<file path="config.mk">
export PLATFORM = sky130hd
export DESIGN_NAME = fp_mult_sched
export DESIGN_NICKNAME = d
export VERILOG_FILES = /design/src/rtl/fp_mult_sched.sv
export SDC_FILE = /design/constraint.sdc
export NUM_CORES = 1
export LEC_CHECK = 0
export ABC_AREA = 1
export CAP_MARGIN = 20
export CORE_AREA = 2 2 165 167
export DETAILED_ROUTE_END_ITERATION = 10
export DIE_AREA = 0 0 167 169
export GPL_ROUTABILITY_DRIVEN = 1
export HOLD_SLACK_MARGIN = 0.12
export SYNTH_ARGS = -nofsm -noshare
export SYNTH_HDL_FRONTEND = slang
export SYNTH_SLANG_ARGS = --single-unit
</file>
<file path="constraint.sdc">
create_clock -name clk -period 6.6 [get_ports clk]
set_input_delay 1.65 -clock clk [delete_from_list [all_inputs] [get_ports clk]]
set_output_delay 1.65 -clock clk [all_outputs]
set_load 0.005 [all_outputs]
</file>
<file path="src/rtl/fp_mult_sched.sv">
// rtl/fp_mult_sched.sv - round-robin sharing of one pipelined fp multiplier between NREQ requesters
module fp_mult_sched #(
  parameter int NREQ = 4,
  parameter int LAT  = 2
) (
  input  logic                 clk,
  input  logic                 rst,
  input  logic [NREQ-1:0]      req_valid,
  output logic [NREQ-1:0]      req_ready,
  input  logic [32*NREQ-1:0]   req_a,
  input  logic [32*NREQ-1:0]   req_b,
  output logic [31:0]          mult_a,
  output logic [31:0]          mult_b,
  input  logic [31:0]          mult_z,
  input  logic [7:0]           mult_status,
  output logic [NREQ-1:0]      rsp_valid,
  output logic [31:0]          rsp_z,
  output logic [7:0]           rsp_status,
  output logic                 busy,
  output logic [15:0]          issue_count
);

  localparam int IW    = (NREQ > 1) ? $clog2(NREQ) : 1;
  localparam int DEPTH = LAT + 1;

  logic [IW-1:0]     ptr_q, ptr_d;
  logic [IW-1:0]     gnt_idx;
  logic              gnt_found;
  logic              hs;
  int                gnt_int;
  int                gnt_off;
  logic [2*NREQ-1:0] valid_rot;
  logic [31:0]       sel_a, sel_b;
  logic [31:0]       mult_a_q, mult_b_q;
  logic [15:0]       issue_cnt_q;
  logic [DEPTH-1:0]  tag_v_q;
  logic [IW-1:0]     tag_o_q [DEPTH];

  // Rotate the request vector so that offset 0 is the pointer position.
  always_comb begin
    valid_rot = {req_valid, req_valid} >> ptr_q;
    gnt_found = 1'b0;
    gnt_off   = 0;
    for (int k = 0; k < NREQ; k++) begin
      if (!gnt_found && valid_rot[k]) begin
        gnt_found = 1'b1;
        gnt_off   = k;
      end
    end
    gnt_int = int'(ptr_q) + gnt_off;
    if (gnt_int >= NREQ) gnt_int = gnt_int - NREQ;
    gnt_idx = IW'(gnt_int);
    hs      = gnt_found && !rst;
  end

  always_comb begin
    req_ready = '0;
    sel_a     = '0;
    sel_b     = '0;
    for (int i = 0; i < NREQ; i++) begin
      req_ready[i] = hs && (gnt_int == i);
      if (gnt_int == i) begin
        sel_a = req_a[32*i +: 32];
        sel_b = req_b[32*i +: 32];
      end
    end
  end

  always_comb begin
    ptr_d = ptr_q;
    if (hs) ptr_d = (gnt_int == NREQ - 1) ? '0 : IW'(gnt_int + 1);
  end

  always_ff @(posedge clk) begin
    if (rst) begin
      ptr_q       <= '0;
      mult_a_q    <= '0;
      mult_b_q    <= '0;
      issue_cnt_q <= '0;
      tag_v_q     <= '0;
    end else begin
      ptr_q   <= ptr_d;
      tag_v_q <= {tag_v_q[DEPTH-2:0], hs};
      if (hs) begin
        mult_a_q    <= sel_a;
        mult_b_q    <= sel_b;
        issue_cnt_q <= issue_cnt_q + 16'd1;
      end
    end
  end

  // Owner indices need no reset: they are only decoded under their valid bit.
  always_ff @(posedge clk) begin
    tag_o_q[0] <= gnt_idx;
    for (int s = 1; s < DEPTH; s++) tag_o_q[s] <= tag_o_q[s-1];
  end

  always_comb begin
    rsp_valid = '0;
    for (int i = 0; i < NREQ; i++)
      rsp_valid[i] = tag_v_q[DEPTH-1] && (int'(tag_o_q[DEPTH-1]) == i);
  end

  assign mult_a      = mult_a_q;
  assign mult_b      = mult_b_q;
  assign rsp_z       = mult_z;
  assign rsp_status  = mult_status;
  assign busy        = |tag_v_q;
  assign issue_count = issue_cnt_q;

endmodule

</file>
==> reports/summary.json, run 1 <==
{
  "status": "completed",
  "core.rowCount": 60,
  "final_layout_size_suffix_gt1_share_pct": 3.72,
  "dpl_cell_area_mm2": 0.00909,
  "worstSkewPairLatency_ps": 350,
  "dpl_worst_slack_ps": 475,
  "ctsHoldBuffers": 0,
  "grt_setup_unrepaired": "no",
  "timing_worst_setup_path_type": "in2out",
  "regToRegSetupSlack_ps": 2550,
  "path_max_fanout": 3,
  "hold_path_class": "reg2reg",
  "synth_seq_cells": 91,
  "sequential_area_share_after_synthesis_pct": 32.0,
  "design.portCount": 431,
  "final_critical_path_setup_slack_ps": 458,
  "synthToLayoutAreaGrowth_pct": 65.1,
  "final.setup.tns_ps": 0,
  "worst-r2r-cell-count": 19,
  "detailroute.via_count": 6943,
  "route.final.wire_length_um": 24700,
  "place_congestion": 0.834,
  "total_leakage_power_nw": 3.63,
  "layout_worst_path_cycle_share_pct": 93.1,
  "setup.worst_path.start_class": "input pin",
  "grt.overflow.total": 0,
  "grt_util_all_layers_pct": 16.9,
  "setup_viol_count_final": 0,
  "ir_worst_vdd_v": 0.000330,
  "critical_path.endpoint": "req_ready[3]",
  "slew_headroom_pct": 25.7,
  "grt_pass1_vias": 6903,
  "pwr_density_cell_mw_per_mm2": 510,
  "max_clock_freq_mhz": 163,
  "synth.avg_cell_area_um2": 6.41,
  "die_height_um": 169,
  "ys.warnings.count": 0,
  "syn_nets": 1196,
  "antenna_found_initial": 0,
  "worstReg2RegEnd": "mult_b[7]",
  "htree_levels": 3,
  "post_cts.repair.setup_buffers": 0,
  "dieWidth_um": 167,
  "layout.cell_area.non_filler_mm2": 0.00939,
  "worst-slew-pin-transition_ps": 1110,
  "post-route-min-period_ps": 6140,
  "clkSlewWorstSetupHoldPaths_ps": 80,
  "post_drt_wl_per_cell_um": 16.5,
  "report.final.slew_viol_count": 0,
  "detailed_routing_iterations_pass_1": 7,
  "post_cts_gate_resize_count": 0,
  "cts_max_path_buffers": 2,
  "number_of_i_o_port_buffers": 350,
  "drt-initial-drc-count": 328,
  "grt_max_degree": 79,
  "setup.worst_path.start": "req_valid[0]",
  "clock-root-buffer": "clkbuf_16",
  "design.die.area_mm2": 0.0282,
  "critical_path_arrival_ps": 4490,
  "maxCapViolCount": 0,
  "timing.rr.start": "ptr_q[0]",
  "dpl.hpwl_um": 17000,
  "route.detailed.drc": 0,
  "crit_path_end_kind": "primary output",
  "netlist_area_mm2": 0.00569,
  "worstPathRequired_ps": 4950,
  "final_hold_viol_count": 0,
  "clock_sink_count": 91,
  "worst_clock_skew_ps": 11.9,
  "cts_buffers": 9,
  "diodes": 0,
  "via_per_inst": 4.63,
  "grt_first_pass_wirelength_um": 37900,
  "postRouteAntennaNets": 0,
  "fin_nets": 1461,
  "syn_inst": 887,
  "clock_tree_from_tritoncts": "built",
  "core-area_mm2": 0.0265,
  "initial_core_util_pct": 21.5,
  "ys_types": 27
}
[Yosys cell counts (all sizes together)]
master    n  share of area, %
nand2   239                16
nand3    35               3.1
a21oi   129                11
a21boi    1              0.13
dfxtp    91                32
o211ai   43               5.7
xor2      3              0.46
nor2     84               6.0
clkbuf   37               2.4
inv      26               1.7
o21bai    2              0.26
nor3      6              0.53
ha        6               1.3
buf      69               8.4
nand4     4              0.44
o21ai   110               9.7
o31ai     1              0.22
fa        1              0.35
[metal layers]
| layer | GRT usage (%) | share of wire (%) | vias to the layer above |
|---|---|---|---|
| met5 | 0 | 0 | - |
| met4 | 5.13 | 1.9 | 0 |
| met3 | 4.86 | 7.8 | 36 |
| met2 | 29.7 | 47 | 311 |
| met1 | 19.8 | 43 | 3135 |
| li1 | - | - | 3461 |
[through the flow]
step                      power [mW]  hold slack (ps)  std cells  utilization, %
after global placement          4.26              317       1482            34.3
after floorplan                 3.06              310        887               -
after global routing            5.30              325       1498            35.4
final                           4.78              331       1498            35.4
after detailed placement        4.30              312       1482            34.3
after CTS                       4.86              332       1498            35.4
[worst max-delay path: stages]
cell and delay [ps]:
clkdlybuf4s50_1 490, nand2_1 90, nand3_1 120, nand2_1 90, a21boi_0 220, ha_1 180
inv_1 50, fa_1 530, inv_1 160, ha_2 200, inv_2 40, nor2_1 90
clkdlybuf4s50_1 600
[power breakdown]
part	leakage [nW]	total, mW	internal, mW	switching [mW]
clock network	0.142	0.539	0.267	0.271
registers	0.751	0.820	0.729	0.0908
logic	2.74	3.43	1.31	2.12
[sequential cells by signal, summed over array words and instances (netlist names)]
| signal | count |
|---|---|
| tag_o_q | 6 |
| mult_a | 32 |
| ptr_q | 2 |
| issue_count | 16 |
| mult_b | 32 |
| tag_v_q | 3 |
[worst min-delay path by stage]
stage | startpoint | endpoint | slack [ps] | depth (start not counted)
after floorplan | tag_o_q[0][0] | tag_o_q[0][2] | 310 | 0
after global placement | tag_o_q[0][2] | tag_o_q[0][4] | 320 | 0
after detailed placement | tag_o_q[0][2] | tag_o_q[0][4] | 310 | 0
after CTS | tag_o_q[0][0] | tag_o_q[0][2] | 330 | 0
after global routing | tag_o_q[0][0] | tag_o_q[0][2] | 330 | 0
final | tag_o_q[0][0] | tag_o_q[0][2] | 330 | 0
[placed cells by master (no fill, tap or decap)]
cell	count
clkinv_8	1
clkinv_4	3
nor3_1	6
clkbuf_16	9
o211ai_1	43
o21ai_0	93
xor2_1	3
clkdlybuf4s50_1	350
o21bai_1	2
buf_4	10
inv_1	19
ha_1	3
inv_8	2
nand4_1	4
o21ai_1	17
ha_2	3
fa_1	1
dfxtp_1	91
a21boi_0	1
nand3_1	35
o31ai_2	1
clkinvlp_4	1
inv_2	7
nor2_4	2
nor2_1	81
nor2_8	1
a21oi_1	129
nand2_2	3
nand2_1	236
[layout make-up]
type                       count  area (µm²)
clock buffer                   9         225
clock inverter                 7        72.6
fill                        2893       17100
inverter                      26        97.6
multi-input combinational    664        3160
sequential                    91        1820
tap                          341         427
timing repair buffer         360        3580
[logic make-up after synthesis]
kind of cell / Yosys count / synth area share [%]
AND/OR/NAND/NOR: 368 / 25.9
AO/OA/AOI/OAI: 286 / 27.3
buffers and inverters: 132 / 12.6
flip-flops: 91 / 32.0
adder cells (fa/ha/maj): 7 / 1.67
XOR/XNOR: 3 / 0.462
Power figures use the tool's default switching activity.
==> inputs of run 2 (changes only) <==
--- a/config.mk
+++ b/config.mk
@@ -7,9 +7,9 @@
 export LEC_CHECK = 0
 export ABC_AREA = 1
 export CAP_MARGIN = 20
-export CORE_AREA = 2 2 165 167
+export CORE_AREA = 2 2 170 172
 export DETAILED_ROUTE_END_ITERATION = 10
-export DIE_AREA = 0 0 167 169
+export DIE_AREA = 0 0 172 174
 export GPL_ROUTABILITY_DRIVEN = 1
 export HOLD_SLACK_MARGIN = 0.12
 export SYNTH_ARGS = -nofsm -noshare
==> constraint.sdc (replaced) <==
create_clock -name clk -period 6.4 [get_ports clk]
set_input_delay 1.6 -clock clk [delete_from_list [all_inputs] [get_ports clk]]
set_output_delay 1.6 -clock clk [all_outputs]
set_load 0.005 [all_outputs]
==> reports/summary.json, run 2 (synthesis gave the netlist of run 1 again) <==
{
  "slew_headroom": {"value": 37.5, "unit": "%", "change": "+12 points"},
  "final.setup.tns": {"value": 0, "unit": "ps", "change": "unchanged"},
  "worst-slew-pin-transition": {"value": 935, "unit": "ps", "change": "-180 ps"},
  "design.die.area": {"value": 0.0299, "unit": "mm²", "change": "+6.0%"},
  "critical_path.endpoint": "req_ready[3]",
  "layout_worst_path_cycle_share_pct": 95.8,
  "route.met2.wl": {"value": 12400, "unit": "µm", "change": "+5.5%"},
  "initial_core_util": {"value": 20.1, "unit": "%", "change": "-1.3 points"},
  "dpl_worst_slack": {"value": 221, "unit": "ps", "change": "-254 ps"},
  "most-common-layout-cells": "clkdlybuf4s50_1, nand2_1, a21oi_1",
  "grt.overflow.total": {"value": 0, "change": "unchanged"},
  "route.final.wire_length": {"value": 25100, "unit": "µm", "change": "+1.7%"},
  "path_max_fanout": {"value": 3, "change": "unchanged"},
  "htree_levels": {"value": 3, "change": "unchanged"},
  "setup.worst_path.start_class": "input pin",
  "final_hold_viol_count": {"value": 0, "change": "unchanged"},
  "final_layout_size_suffix_gt1_share": {"value": 3.97, "unit": "%", "change": "+0.25 points"},
  "library_cell_contributing_the_largest_single_delay_on_the_critical_path": "clkdlybuf4s50_1",
  "status": "completed",
  "worstPathCellList": "clkdlybuf4s50_1 > nand2_1 > nand3_1 > nand2_1 > nand3_1 > a21boi_0 > ha_1 > inv_1 > fa_1 > inv_1 > ha_2 > inv_2 > nor2_1 > clkdlybuf4s50_1",
  "final_critical_path_setup_slack": {"value": 272, "unit": "ps", "change": "-186 ps"},
  "wl_met1": {"value": 9880, "unit": "µm", "change": "-6.7%"},
  "fin_util": {"value": 33.5, "unit": "%", "change": "-1.9 points"},
  "clock_sink_count": {"value": 91, "change": "unchanged"},
  "grt_util_all_layers": {"value": 16.1, "unit": "%", "change": "-0.78 points"},
  "crit_path_end_kind": "primary output",
  "worstReg2RegEnd": "mult_b[9]",
  "met3RoutedLength": {"value": 2120, "unit": "µm", "change": "+11%"},
  "die_height": {"value": 174, "unit": "µm", "change": "+3.0%"},
  "dpl.hpwl": {"value": 17900, "unit": "µm", "change": "+5.0%"},
  "grt_pass1_vias": {"value": 6799, "change": "-1.5%"},
  "report.final.slew_viol_count": {"value": 0, "change": "unchanged"},
  "top_layer": "met4",
  "cts_buffers": {"value": 9, "change": "unchanged"},
  "place_congestion": {"value": 0.792, "change": "-5.0%"},
  "hold-path-cell-count": {"value": 0, "change": "unchanged"},
  "grt_setup_unrepaired": "no",
  "clock-root-buffer": "clkbuf_16",
  "setup.worst_path.start": "req_valid[3]",
  "postRouteAntennaNets": {"value": 0, "change": "unchanged"},
  "antenna_found_initial": {"value": 0, "change": "unchanged"},
  "diodes": {"value": 0, "change": "unchanged"},
  "worst-r2r-cell-count": {"value": 17, "change": "-2"},
  "grt_first_pass_wirelength": {"value": 37100, "unit": "µm", "change": "-2.2%"},
  "core.rowCount": {"value": 62, "change": "+3.3%"},
  "cts_max_path_buffers": {"value": 2, "change": "unchanged"},
  "fin_nets": {"value": 1464, "change": "+0.21%"},
  "detailed_routing_iterations_pass_1": {"value": 5, "change": "-2"},
  "detailroute.via_count": {"value": 6922, "change": "-0.30%"},
  "worst_clock_skew": {"value": 4.19, "unit": "ps", "change": "-7.73 ps"},
  "timing_worst_setup_path_type": "in2out",
  "setup_viol_count_final": {"value": 0, "change": "unchanged"},
  "clock_tree_from_tritoncts": "built",
  "max_stage_delay": {"value": 640, "unit": "ps", "change": "+40 ps"},
  "core-area": {"value": 0.0282, "unit": "mm²", "change": "+6.6%"},
  "synthToLayoutAreaGrowth_pct": 66.4,
  "route.detailed.drc": {"value": 0, "change": "unchanged"},
  "final.hold.worst_slack": {"value": 333, "unit": "ps", "change": "+1.38 ps"},
  "worstPathRequired": {"value": 4800, "unit": "ps", "change": "-150 ps"},
  "clkSlewWorstSetupHoldPaths": {"value": 80, "unit": "ps", "change": "about the same"},
  "number_of_i_o_port_buffers": {"value": 350, "change": "unchanged"},
  "post_cts.repair.setup_buffers": {"value": 0, "change": "unchanged"},
  "regToRegSetupSlack": {"value": 2660, "unit": "ps", "change": "+110 ps"},
  "max_clock_freq_mhz": 163,
  "design.portCount": {"value": 431, "change": "unchanged"},
  "pwr_density_cell": {"value": 524, "unit": "mW/mm²", "change": "+2.8%"},
  "post_cts_gate_resize_count": {"value": 0, "change": "unchanged"},
  "post_drt_wl_per_cell": {"value": 16.3, "unit": "µm", "change": "-1.3%"},
  "hold_path_class": "reg2reg",
  "grt_max_degree": {"value": 79, "change": "unchanged"},
  "layout.cell_area.non_filler": {"value": 0.00946, "unit": "mm²", "change": "+0.81%"},
  "total_leakage_power": {"value": 3.64, "unit": "nW", "change": "+0.25%"},
  "most_common_library_cell_in_the_layout_ignoring_fill_and_taps": "clkdlybuf4s50_1",
  "dieWidth": {"value": 172, "unit": "µm", "change": "+3.0%"},
  "ir_worst_vdd": {"value": 0.000745, "unit": "V", "change": "+130%"},
  "worstSkewPairLatency": {"value": 350, "unit": "ps", "change": "about the same"},
  "maxCapViolCount": {"value": 0, "change": "unchanged"},
  "fillers": {"value": 3112, "change": "+7.6%"},
  "drt-initial-drc-count": {"value": 281, "change": "-14%"},
  "critical_path_arrival": {"value": 4530, "unit": "ps", "change": "+40 ps"},
  "ctsHoldBuffers": {"value": 0, "change": "unchanged"},
  "hold_start": "tag_o_q[0][0]",
  "via_per_inst": {"value": 4.48, "change": "-3.3%"},
  "dpl_cell_area": {"value": 0.00917, "unit": "mm²", "change": "+0.84%"},
  "post-route-min-period_ps": 6130,
  "timing.rr.start": "ptr_q[0]"
}
==> run 2: how the worst min path moves through the flow <==
stage                    endpoint  slack, ps
global placement    tag_o_q[0][4]        310
floorplan           tag_o_q[0][2]        310
finish              tag_o_q[0][2]        330
detailed placement  tag_o_q[0][3]        320
global route        tag_o_q[0][5]        340
CTS                 tag_o_q[0][2]        340
==> run 2: stage by stage <==
step | cells | power, mW
2_1_floorplan | 887 | 3.16
3_3_place_gp | 1528 | 4.43
3_5_place_dp | 1528 | 4.47
4_1_cts | 1544 | 5.06
5_1_grt | 1544 | 5.49
6_report | 1544 | 4.96
==> run 2: layout make-up <==
| cell class | instances | area [µm²] | area share (%) |
|---|---|---|---|
| tap | 384 | 480 | 5.08 |
| clock inverter | 7 | 72.6 | 0.767 |
| sequential | 91 | 1820 | 19.3 |
| timing repair buffer | 363 | 3600 | 38.1 |
| clock buffer | 9 | 225 | 2.38 |
| multi-input combinational | 664 | 3160 | 33.4 |
| inverter | 26 | 97.6 | 1.03 |
==> run 2: worst max-delay path: cells and delay by family <==
family | cells | cell delay (ps)
AO/OA/AOI/OAI | 1 | 190
adder cells (fa/ha/maj) | 3 | 900
buffers and inverters | 5 | 1290
AND/OR/NAND/NOR | 5 | 570
==> run 2: per-layer routing <==
layer	vias to the layer above	GRT usage, %
li1	3478	-
met1	3125	17.1
met2	279	29.7
met3	40	4.69
met4	0	5.99
met5	-	0
==> run 2: power by group <==
part           internal [mW]  switching (mW)
registers              0.752          0.0887
logic                   1.36            2.20
clock network          0.276           0.284
